==> config.mk <==
export PLATFORM = sky130hd
export DESIGN_NAME = ysyx_24090013_rf_wb_sched_flat
export DESIGN_NICKNAME = d
export VERILOG_FILES = /design/src/rtl/ysyx_24090013_rf_wb_sched_if.sv /design/src/rtl/ysyx_24090013_rf_wb_sched.sv /design/src/flat_wrapper.sv
export SDC_FILE = /design/constraint.sdc
export NUM_CORES = 1
export LEC_CHECK = 0
export ABC_CLOCK_PERIOD_IN_PS = 6200
export BUFFER_PORTS_ARGS = -buffer_cell sky130_fd_sc_hd__buf_2
export CORE_UTILIZATION = 39
export CTS_CLUSTER_SIZE = 30
export DETAILED_ROUTE_END_ITERATION = 8
export PLACE_DENSITY = 0.64
export SLEW_MARGIN = 0
export SYNTH_ARGS = -nofsm -noshare
export SYNTH_HDL_FRONTEND = slang
export SYNTH_SLANG_ARGS = --single-unit
==> constraint.sdc <==
create_clock -name clk -period 6.2 [get_ports clk]
set_clock_uncertainty 0.15 [all_clocks]
set_input_delay 1.55 -clock clk [delete_from_list [all_inputs] [get_ports clk]]
set_output_delay 1.55 -clock clk [all_outputs]
set_load 0.005 [all_outputs]
==> src/rtl/ysyx_24090013_rf_wb_sched_if.sv <==
// Issue, write-back and register-file write bundle for the write-back scheduler.
// The scheduler takes the slave modport; decode, execute units and register file sit on master.
interface ysyx_24090013_rf_wb_sched_if #(
  parameter int ADDR_WIDTH = 5,
  parameter int DATA_WIDTH = 32
);
  logic                  iss_valid;
  logic                  iss_rs1_en;
  logic [ADDR_WIDTH-1:0] iss_rs1;
  logic                  iss_rs2_en;
  logic [ADDR_WIDTH-1:0] iss_rs2;
  logic                  iss_rd_en;
  logic [ADDR_WIDTH-1:0] iss_rd;
  logic                  iss_stall;

  logic                  alu_wb_valid;
  logic [ADDR_WIDTH-1:0] alu_wb_addr;
  logic [DATA_WIDTH-1:0] alu_wb_data;
  logic                  alu_wb_ready;

  logic                  lsu_wb_valid;
  logic [ADDR_WIDTH-1:0] lsu_wb_addr;
  logic [DATA_WIDTH-1:0] lsu_wb_data;
  logic                  lsu_wb_ready;

  logic                  rf_wen;
  logic [ADDR_WIDTH-1:0] rf_waddr;
  logic [DATA_WIDTH-1:0] rf_wdata;
  logic [ADDR_WIDTH:0]   busy_cnt;
  logic                  err_spurious_wb;

  modport slave (
    input  iss_valid, iss_rs1_en, iss_rs1, iss_rs2_en, iss_rs2, iss_rd_en, iss_rd,
    output iss_stall,
    input  alu_wb_valid, alu_wb_addr, alu_wb_data,
    output alu_wb_ready,
    input  lsu_wb_valid, lsu_wb_addr, lsu_wb_data,
    output lsu_wb_ready,
    output rf_wen, rf_waddr, rf_wdata, busy_cnt, err_spurious_wb
  );

  modport master (
    output iss_valid, iss_rs1_en, iss_rs1, iss_rs2_en, iss_rs2, iss_rd_en, iss_rd,
    input  iss_stall,
    output alu_wb_valid, alu_wb_addr, alu_wb_data,
    input  alu_wb_ready,
    output lsu_wb_valid, lsu_wb_addr, lsu_wb_data,
    input  lsu_wb_ready,
    input  rf_wen, rf_waddr, rf_wdata, busy_cnt, err_spurious_wb
  );
endinterface

==> src/rtl/ysyx_24090013_rf_wb_sched.sv <==
// Write-back scheduler and busy-bit scoreboard for the integer register file:
// round-robin ALU/LSU arbitration onto one registered write port plus RAW/WAW issue stall.
module ysyx_24090013_rf_wb_sched #(
  parameter int ADDR_WIDTH = 5,
  parameter int DATA_WIDTH = 32
) (
  input  logic                         clk,
  input  logic                         rst_n,
  ysyx_24090013_rf_wb_sched_if.slave   bus
);
  localparam int NREG = 2 ** ADDR_WIDTH;

  localparam logic [0:0] LAST_ALU = 1'b0;
  localparam logic [0:0] LAST_LSU = 1'b1;

  localparam logic [ADDR_WIDTH-1:0] ADDR_ZERO  = {ADDR_WIDTH{1'b0}};
  localparam logic [NREG-1:0]       BUSY_MASK  = {{(NREG-1){1'b1}}, 1'b0};

  function automatic logic [ADDR_WIDTH:0] f_popcount(input logic [NREG-1:0] v);
    logic [ADDR_WIDTH:0] n;
    n = {(ADDR_WIDTH+1){1'b0}};
    for (int k = 0; k < NREG; k++) begin
      n = n + {{ADDR_WIDTH{1'b0}}, v[k]};
    end
    return n;
  endfunction

  function automatic logic [NREG-1:0] f_onehot(input logic en, input logic [ADDR_WIDTH-1:0] idx);
    logic [NREG-1:0] v;
    v      = {NREG{1'b0}};
    v[idx] = en;
    return v;
  endfunction

  logic [NREG-1:0]       r_busy;
  logic [ADDR_WIDTH:0]   r_busy_cnt;
  logic [0:0]            r_last;
  logic                  r_rf_wen;
  logic [ADDR_WIDTH-1:0] r_rf_waddr;
  logic [DATA_WIDTH-1:0] r_rf_wdata;
  logic                  r_err;

  logic                  w_rs1_hit;
  logic                  w_rs2_hit;
  logic                  w_rd_hit;
  logic                  w_stall;
  logic                  w_fire;
  logic                  w_gnt_alu;
  logic                  w_gnt_lsu;
  logic                  w_gnt_any;
  logic [ADDR_WIDTH-1:0] w_gnt_addr;
  logic [DATA_WIDTH-1:0] w_gnt_data;
  logic                  w_wr_take;
  logic                  w_spurious;
  logic                  w_set_en;
  logic [NREG-1:0]       w_set_mask;
  logic [NREG-1:0]       w_clr_mask;
  logic [NREG-1:0]       w_busy_nxt;

  // Hazard check against the busy bits.
  always_comb begin
    w_rs1_hit = bus.iss_rs1_en & r_busy[bus.iss_rs1];
    w_rs2_hit = bus.iss_rs2_en & r_busy[bus.iss_rs2];
    w_rd_hit  = bus.iss_rd_en  & r_busy[bus.iss_rd];
    w_stall   = bus.iss_valid & (w_rs1_hit | w_rs2_hit | w_rd_hit);
    w_fire    = bus.iss_valid & ~w_stall;
  end

  // Round-robin grant: on contention the requester not granted last wins.
  always_comb begin
    w_gnt_alu = 1'b0;
    w_gnt_lsu = 1'b0;
    case ({bus.alu_wb_valid, bus.lsu_wb_valid})
      2'b10: w_gnt_alu = 1'b1;
      2'b01: w_gnt_lsu = 1'b1;
      2'b11: begin
        if (r_last == LAST_LSU) begin
          w_gnt_alu = 1'b1;
        end else begin
          w_gnt_lsu = 1'b1;
        end
      end
      default: begin
        w_gnt_alu = 1'b0;
        w_gnt_lsu = 1'b0;
      end
    endcase
  end

  // Granted write-back mux and spurious-write detection.
  always_comb begin
    w_gnt_any = w_gnt_alu | w_gnt_lsu;
    if (w_gnt_alu) begin
      w_gnt_addr = bus.alu_wb_addr;
      w_gnt_data = bus.alu_wb_data;
    end else begin
      w_gnt_addr = bus.lsu_wb_addr;
      w_gnt_data = bus.lsu_wb_data;
    end
    w_wr_take  = w_gnt_any & (w_gnt_addr != ADDR_ZERO);
    w_spurious = w_wr_take & ~r_busy[w_gnt_addr];
  end

  // Next busy vector: the retiring write clears, a fresh issue sets, and set wins.
  always_comb begin
    w_set_en   = w_fire & bus.iss_rd_en & (bus.iss_rd != ADDR_ZERO);
    w_set_mask = f_onehot(w_set_en, bus.iss_rd);
    w_clr_mask = f_onehot(r_rf_wen, r_rf_waddr);
    w_busy_nxt = ((r_busy & ~w_clr_mask) | w_set_mask) & BUSY_MASK;
  end

  // Scoreboard bits and their population count.
  always_ff @(posedge clk or negedge rst_n) begin
    if (!rst_n) begin
      r_busy     <= {NREG{1'b0}};
      r_busy_cnt <= {(ADDR_WIDTH+1){1'b0}};
    end else begin
      r_busy     <= w_busy_nxt;
      r_busy_cnt <= f_popcount(w_busy_nxt);
    end
  end

  // Arbitration pointer moves only when something is granted.
  always_ff @(posedge clk or negedge rst_n) begin
    if (!rst_n) begin
      r_last <= LAST_LSU;
    end else if (w_gnt_alu) begin
      r_last <= LAST_ALU;
    end else if (w_gnt_lsu) begin
      r_last <= LAST_LSU;
    end else begin
      r_last <= r_last;
    end
  end

  // Registered write port; address and data hold while idle.
  always_ff @(posedge clk or negedge rst_n) begin
    if (!rst_n) begin
      r_rf_wen   <= 1'b0;
      r_rf_waddr <= ADDR_ZERO;
      r_rf_wdata <= {DATA_WIDTH{1'b0}};
    end else if (w_wr_take) begin
      r_rf_wen   <= 1'b1;
      r_rf_waddr <= w_gnt_addr;
      r_rf_wdata <= w_gnt_data;
    end else begin
      r_rf_wen   <= 1'b0;
      r_rf_waddr <= r_rf_waddr;
      r_rf_wdata <= r_rf_wdata;
    end
  end

  // Sticky flag for a write-back that no issued instruction was waiting on.
  always_ff @(posedge clk or negedge rst_n) begin
    if (!rst_n) begin
      r_err <= 1'b0;
    end else begin
      r_err <= r_err | w_spurious;
    end
  end

  assign bus.iss_stall       = w_stall;
  assign bus.alu_wb_ready    = w_gnt_alu;
  assign bus.lsu_wb_ready    = w_gnt_lsu;
  assign bus.rf_wen          = r_rf_wen;
  assign bus.rf_waddr        = r_rf_waddr;
  assign bus.rf_wdata        = r_rf_wdata;
  assign bus.busy_cnt        = r_busy_cnt;
  assign bus.err_spurious_wb = r_err;
endmodule

==> src/flat_wrapper.sv <==
// flat-port wrapper written by rule: the top's interface ports become plain ports
module ysyx_24090013_rf_wb_sched_flat 
#(
  parameter int ADDR_WIDTH = 5,
  parameter int DATA_WIDTH = 32
)
  (clk, rst_n, bus_iss_valid, bus_iss_rs1_en, bus_iss_rs1, bus_iss_rs2_en, bus_iss_rs2, bus_iss_rd_en, bus_iss_rd, bus_iss_stall, bus_alu_wb_valid, bus_alu_wb_addr, bus_alu_wb_data, bus_alu_wb_ready, bus_lsu_wb_valid, bus_lsu_wb_addr, bus_lsu_wb_data, bus_lsu_wb_ready, bus_rf_wen, bus_rf_waddr, bus_rf_wdata, bus_busy_cnt, bus_err_spurious_wb);
  ysyx_24090013_rf_wb_sched_if #(.ADDR_WIDTH(ADDR_WIDTH), .DATA_WIDTH(DATA_WIDTH)) bus_i ();
  input  logic clk;
  input  logic rst_n;
  input wire logic [$bits(bus_i.iss_valid)-1:0] bus_iss_valid;
  input wire logic [$bits(bus_i.iss_rs1_en)-1:0] bus_iss_rs1_en;
  input wire logic [$bits(bus_i.iss_rs1)-1:0] bus_iss_rs1;
  input wire logic [$bits(bus_i.iss_rs2_en)-1:0] bus_iss_rs2_en;
  input wire logic [$bits(bus_i.iss_rs2)-1:0] bus_iss_rs2;
  input wire logic [$bits(bus_i.iss_rd_en)-1:0] bus_iss_rd_en;
  input wire logic [$bits(bus_i.iss_rd)-1:0] bus_iss_rd;
  output wire logic [$bits(bus_i.iss_stall)-1:0] bus_iss_stall;
  input wire logic [$bits(bus_i.alu_wb_valid)-1:0] bus_alu_wb_valid;
  input wire logic [$bits(bus_i.alu_wb_addr)-1:0] bus_alu_wb_addr;
  input wire logic [$bits(bus_i.alu_wb_data)-1:0] bus_alu_wb_data;
  output wire logic [$bits(bus_i.alu_wb_ready)-1:0] bus_alu_wb_ready;
  input wire logic [$bits(bus_i.lsu_wb_valid)-1:0] bus_lsu_wb_valid;
  input wire logic [$bits(bus_i.lsu_wb_addr)-1:0] bus_lsu_wb_addr;
  input wire logic [$bits(bus_i.lsu_wb_data)-1:0] bus_lsu_wb_data;
  output wire logic [$bits(bus_i.lsu_wb_ready)-1:0] bus_lsu_wb_ready;
  output wire logic [$bits(bus_i.rf_wen)-1:0] bus_rf_wen;
  output wire logic [$bits(bus_i.rf_waddr)-1:0] bus_rf_waddr;
  output wire logic [$bits(bus_i.rf_wdata)-1:0] bus_rf_wdata;
  output wire logic [$bits(bus_i.busy_cnt)-1:0] bus_busy_cnt;
  output wire logic [$bits(bus_i.err_spurious_wb)-1:0] bus_err_spurious_wb;
  assign bus_i.iss_valid = bus_iss_valid;
  assign bus_i.iss_rs1_en = bus_iss_rs1_en;
  assign bus_i.iss_rs1 = bus_iss_rs1;
  assign bus_i.iss_rs2_en = bus_iss_rs2_en;
  assign bus_i.iss_rs2 = bus_iss_rs2;
  assign bus_i.iss_rd_en = bus_iss_rd_en;
  assign bus_i.iss_rd = bus_iss_rd;
  assign bus_iss_stall = bus_i.iss_stall;
  assign bus_i.alu_wb_valid = bus_alu_wb_valid;
  assign bus_i.alu_wb_addr = bus_alu_wb_addr;
  assign bus_i.alu_wb_data = bus_alu_wb_data;
  assign bus_alu_wb_ready = bus_i.alu_wb_ready;
  assign bus_i.lsu_wb_valid = bus_lsu_wb_valid;
  assign bus_i.lsu_wb_addr = bus_lsu_wb_addr;
  assign bus_i.lsu_wb_data = bus_lsu_wb_data;
  assign bus_lsu_wb_ready = bus_i.lsu_wb_ready;
  assign bus_rf_wen = bus_i.rf_wen;
  assign bus_rf_waddr = bus_i.rf_waddr;
  assign bus_rf_wdata = bus_i.rf_wdata;
  assign bus_busy_cnt = bus_i.busy_cnt;
  assign bus_err_spurious_wb = bus_i.err_spurious_wb;
  ysyx_24090013_rf_wb_sched #(.ADDR_WIDTH(ADDR_WIDTH), .DATA_WIDTH(DATA_WIDTH)) u_core (.clk(clk), .rst_n(rst_n), .bus(bus_i));
endmodule
==> flow_summary.json <==
{
  "post_detailed_route_drc_marker_count": 0,
  "cp_top_family": "adder cells",
  "drt_pass1_iterations": 5,
  "nets": 884,
  "worst_path_most_repeated_cell": "sky130_fd_sc_hd__fa_1",
  "min_path_type": "register to register",
  "grt_antenna_before_repair": 0,
  "worstReg2RegStart": "u_core.r_busy[15]$_DFF_PN0_",
  "timing.critical_path.buf_inv": 8,
  "insertedDiodeCount": 0,
  "rows": 42,
  "drt_iter0_drc": 441,
  "drv_cap": 0,
  "dr_total_vias": 5307,
  "critPathLaunch": "bus_iss_rs2[1]",
  "placement.setup.worst_slack_ns": -2.03,
  "slowest_stage": "sky130_fd_sc_hd__or4_4",
  "detailed_place_hpwl_mm": 14.4,
  "io_pins": 145,
  "die_height_um": 121,
  "overflow": 0,
  "starting_density_of_the_core_pct": 40.8,
  "cts_made_buffers": 9,
  "avgSynthCellArea_um2": 10.4,
  "slew_headroom_pct": 34.2,
  "maximum_number_of_pins_on_one_net_before_global_route_repair": 78,
  "routabilityCongestion": 0.996,
  "clk_pin_slew_ns": 0.06,
  "synth.cell_area_mm2": 0.00549,
  "die_x_um": 121,
  "result_of_the_run": "finished, violations left",
  "final_critical_path_setup_slack_ns": -1.61,
  "antenna_left": 0,
  "synthMostInstantiatedCell": "sky130_fd_sc_hd__dfrtp_1",
  "register_area_mm2": 0.00193,
  "area_overhead_vs_synth_pct": 36.0,
  "n_fill_cell": 1193,
  "ys_async_sr_fraction_pct": 100,
  "placement.io_buffers": 144,
  "grt_use_total_pct": 25.7,
  "report.final.hold_viol_count": 0,
  "clkLatencyLatePin_ns": 0.34,
  "grt_setup_unrepaired": "yes",
  "critPathMaxStageDelay_ns": 0.61,
  "postRouteWirelength_mm": 18.2,
  "hold_ws_ns": 0.331,
  "postSynthRegisterBits": 77,
  "timing.hold.worst.start": "u_core.bus.rf_wdata[2]$_DFFE_PN0P_",
  "route.detailed.wl_per_inst_um": 19.4,
  "worstPathMaxFanout": 8,
  "failed_checks": "setup timing",
  "synthesized_nets": 657,
  "yosys.area.top_type": "sky130_fd_sc_hd__dfrtp_1",
  "ys.warnings.count": 0,
  "vias_in_the_first_global_route": 5336,
  "holdBufCountCts": 0,
  "post_route_cells_drive_above_1_share_pct": 42.2,
  "maxSlewViolCount": 0,
  "ys.flop_type": "sky130_fd_sc_hd__dfrtp_1",
  "floorplan.core_area_mm2": 0.0135,
  "worst_max_slew_pin_slew_ns": 0.986,
  "grt_pass1_wl_mm": 28.3,
  "netlist.area_leader.share_pct": 34.7,
  "fmaxAchievable_mhz": 128,
  "synth_commonest_cells": "sky130_fd_sc_hd__dfrtp_1, sky130_fd_sc_hd__o21ai_1, sky130_fd_sc_hd__mux2i_1",
  "period_needed_ns": 7.81,
  "multiInputGateArea_mm2": 0.00334,
  "netlist_top_cells_area": "sky130_fd_sc_hd__dfrtp_1, sky130_fd_sc_hd__mux4_2, sky130_fd_sc_hd__mux2i_1",
  "synth_seq_area_share_pct": 35.2,
  "setup.worst_path.end_class": "register",
  "post-route-util_pct": 55.5,
  "synth_edf_count": 0,
  "floorplan.die_area_mm2": 0.0145,
  "critPathKind": "input pin to register",
  "final-setup-viol-count": 6,
  "arrival_ns": 7.89,
  "period_share_pct": 126,
  "cts_h_tree_lvls": 3,
  "worst_setup_path_start_kind": "input pin",
  "crit_path_cell_trace": "buf_4, mux4_2, mux4_2, nor2b_2, o21ai_4, or4_4, o21ai_2, ha_1, inv_2, fa_1, fa_1, fa_1, fa_1, inv_1, fa_1, inv_1, fa_1, inv_2, ha_4, inv_2, fa_2, buf_4, buf_6, xnor2_2",
  "cell_count_after_synthesis": 528,
  "drt-vias-per-instance": 5.67,
  "ys_types": 54,
  "worst_ep_required_time_ns": 6.28,
  "clock_tree_root": "sky130_fd_sc_hd__clkbuf_16",
  "tritoncts_clock_tree": "built",
  "ctsLongestPathBuffers": 2,
  "clock_sinks": 77
}
## per-stage QoR
step	instance area, um^2	cells	setup TNS, ns
final	7460	936	-8.80
after global placement	7070	917	-10.44
after global routing	7460	936	-9.93
after floorplan	5530	528	-9.40
after detailed placement	7070	917	-11.17
after CTS	7430	935	-8.74
## final timing paths
check	end	slack (ns)	depth (start not counted)
worst min-delay path	u_core.bus.rf_wdata[2]$_DFFE_PN0P_	0.33	2
worst max register to register	u_core.bus.busy_cnt[2]$_DFF_PN0_	-0.80	23
worst min register to register	u_core.bus.rf_wdata[2]$_DFFE_PN0P_	0.33	2
min in group asynchronous	u_core.bus.busy_cnt[3]$_DFF_PN0_	1.21	1
max in group asynchronous	u_core.bus.rf_waddr[0]$_DFFE_PN0P_	4.05	1
worst max-delay path	u_core.bus.busy_cnt[2]$_DFF_PN0_	-1.61	24
## placed cells by master (no fill, tap or decap), types with 3 or more instances in the layout
cell,n
sky130_fd_sc_hd__or4_4,4
sky130_fd_sc_hd__o22ai_1,4
sky130_fd_sc_hd__buf_2,141
sky130_fd_sc_hd__o21a_1,17
sky130_fd_sc_hd__nand3_1,12
sky130_fd_sc_hd__nand4_1,3
sky130_fd_sc_hd__or3_1,3
sky130_fd_sc_hd__a21o_1,4
sky130_fd_sc_hd__a21oi_1,6
sky130_fd_sc_hd__nand2b_1,4
sky130_fd_sc_hd__nand2_1,47
sky130_fd_sc_hd__a31oi_1,4
sky130_fd_sc_hd__inv_1,27
sky130_fd_sc_hd__nor2b_1,8
sky130_fd_sc_hd__mux2_2,3
sky130_fd_sc_hd__fa_1,21
sky130_fd_sc_hd__mux2i_1,48
sky130_fd_sc_hd__and3_1,3
sky130_fd_sc_hd__buf_4,101
sky130_fd_sc_hd__nor3_1,4
sky130_fd_sc_hd__dfrtp_1,76
sky130_fd_sc_hd__o21ai_1,62
sky130_fd_sc_hd__mux4_2,28
sky130_fd_sc_hd__o21ai_2,4
sky130_fd_sc_hd__inv_2,9
sky130_fd_sc_hd__clkbuf_16,9
sky130_fd_sc_hd__o2111ai_1,3
sky130_fd_sc_hd__nand3b_1,9
sky130_fd_sc_hd__nor2_1,7
sky130_fd_sc_hd__ha_1,8
sky130_fd_sc_hd__o21ai_0,35
## final cells by class
| cell class | count | area share [%] |
|---|---|---|
| inverters | 36 | 1.81 |
| multi-input cells | 386 | 44.7 |
| clock inverters | 6 | 1.29 |
| flip-flops and latches | 77 | 25.8 |
| well taps | 176 | 2.95 |
| clock buffers | 10 | 3.07 |
| repair buffers | 245 | 20.3 |
## timing repair
item,CTS,global route
pin swaps,8,2
endpoints found under the setup margin,6,6
buffers inserted,2,1
resized for setup,7,6
## state kept, by name, indices dropped and copies added, names as in the netlist
name	flops
u_core.r_last	1
u_core.r_busy	31
u_core.bus.rf_wdata	32
u_core.bus.err_spurious_wb	1
u_core.bus.busy_cnt	6
u_core.bus.rf_wen	1
u_core.bus.rf_waddr	5
## routing by layer
layer,vias to the layer above,global-route usage (%),share of wire [%]
li1,2388,-,-
met1,2628,33.6,40
met2,262,43.6,50
met3,29,3.73,7.2
met4,0,9.10,2.2
met5,-,0,0
## worst register-to-register path: stages (launching register included)
cell and delay (ns):
sky130_fd_sc_hd__dfrtp_1 0.52, sky130_fd_sc_hd__mux4_2 0.51, sky130_fd_sc_hd__mux4_2 0.47, sky130_fd_sc_hd__nor2b_2 0.18
sky130_fd_sc_hd__o21ai_4 0.10, sky130_fd_sc_hd__or4_4 0.61, sky130_fd_sc_hd__o21ai_2 0.17, sky130_fd_sc_hd__ha_1 0.26
sky130_fd_sc_hd__inv_2 0.06, sky130_fd_sc_hd__fa_1 0.42, sky130_fd_sc_hd__fa_1 0.54, sky130_fd_sc_hd__fa_1 0.45
sky130_fd_sc_hd__fa_1 0.49, sky130_fd_sc_hd__inv_1 0.04, sky130_fd_sc_hd__fa_1 0.47, sky130_fd_sc_hd__inv_1 0.05
sky130_fd_sc_hd__fa_1 0.45, sky130_fd_sc_hd__inv_2 0.08, sky130_fd_sc_hd__ha_4 0.12, sky130_fd_sc_hd__inv_2 0.04
sky130_fd_sc_hd__fa_2 0.35, sky130_fd_sc_hd__buf_4 0.14, sky130_fd_sc_hd__buf_6 0.11, sky130_fd_sc_hd__xnor2_2 0.11
## logic make-up after synthesis
| group | count (synthesis) | synth area share (%) |
|---|---|---|
| fa+ha+maj | 32 | 10.4 |
| buf+inv | 65 | 4.95 |
| flops | 77 | 35.2 |
| simple gates | 113 | 10.8 |
| xor+xnor | 3 | 0.479 |
| mux | 81 | 21.4 |
| compound gates | 157 | 16.7 |
Power is left out: the tool's default activity adds up to more than one toggle a clock period on the data nets, which glitch-free logic cannot reach.
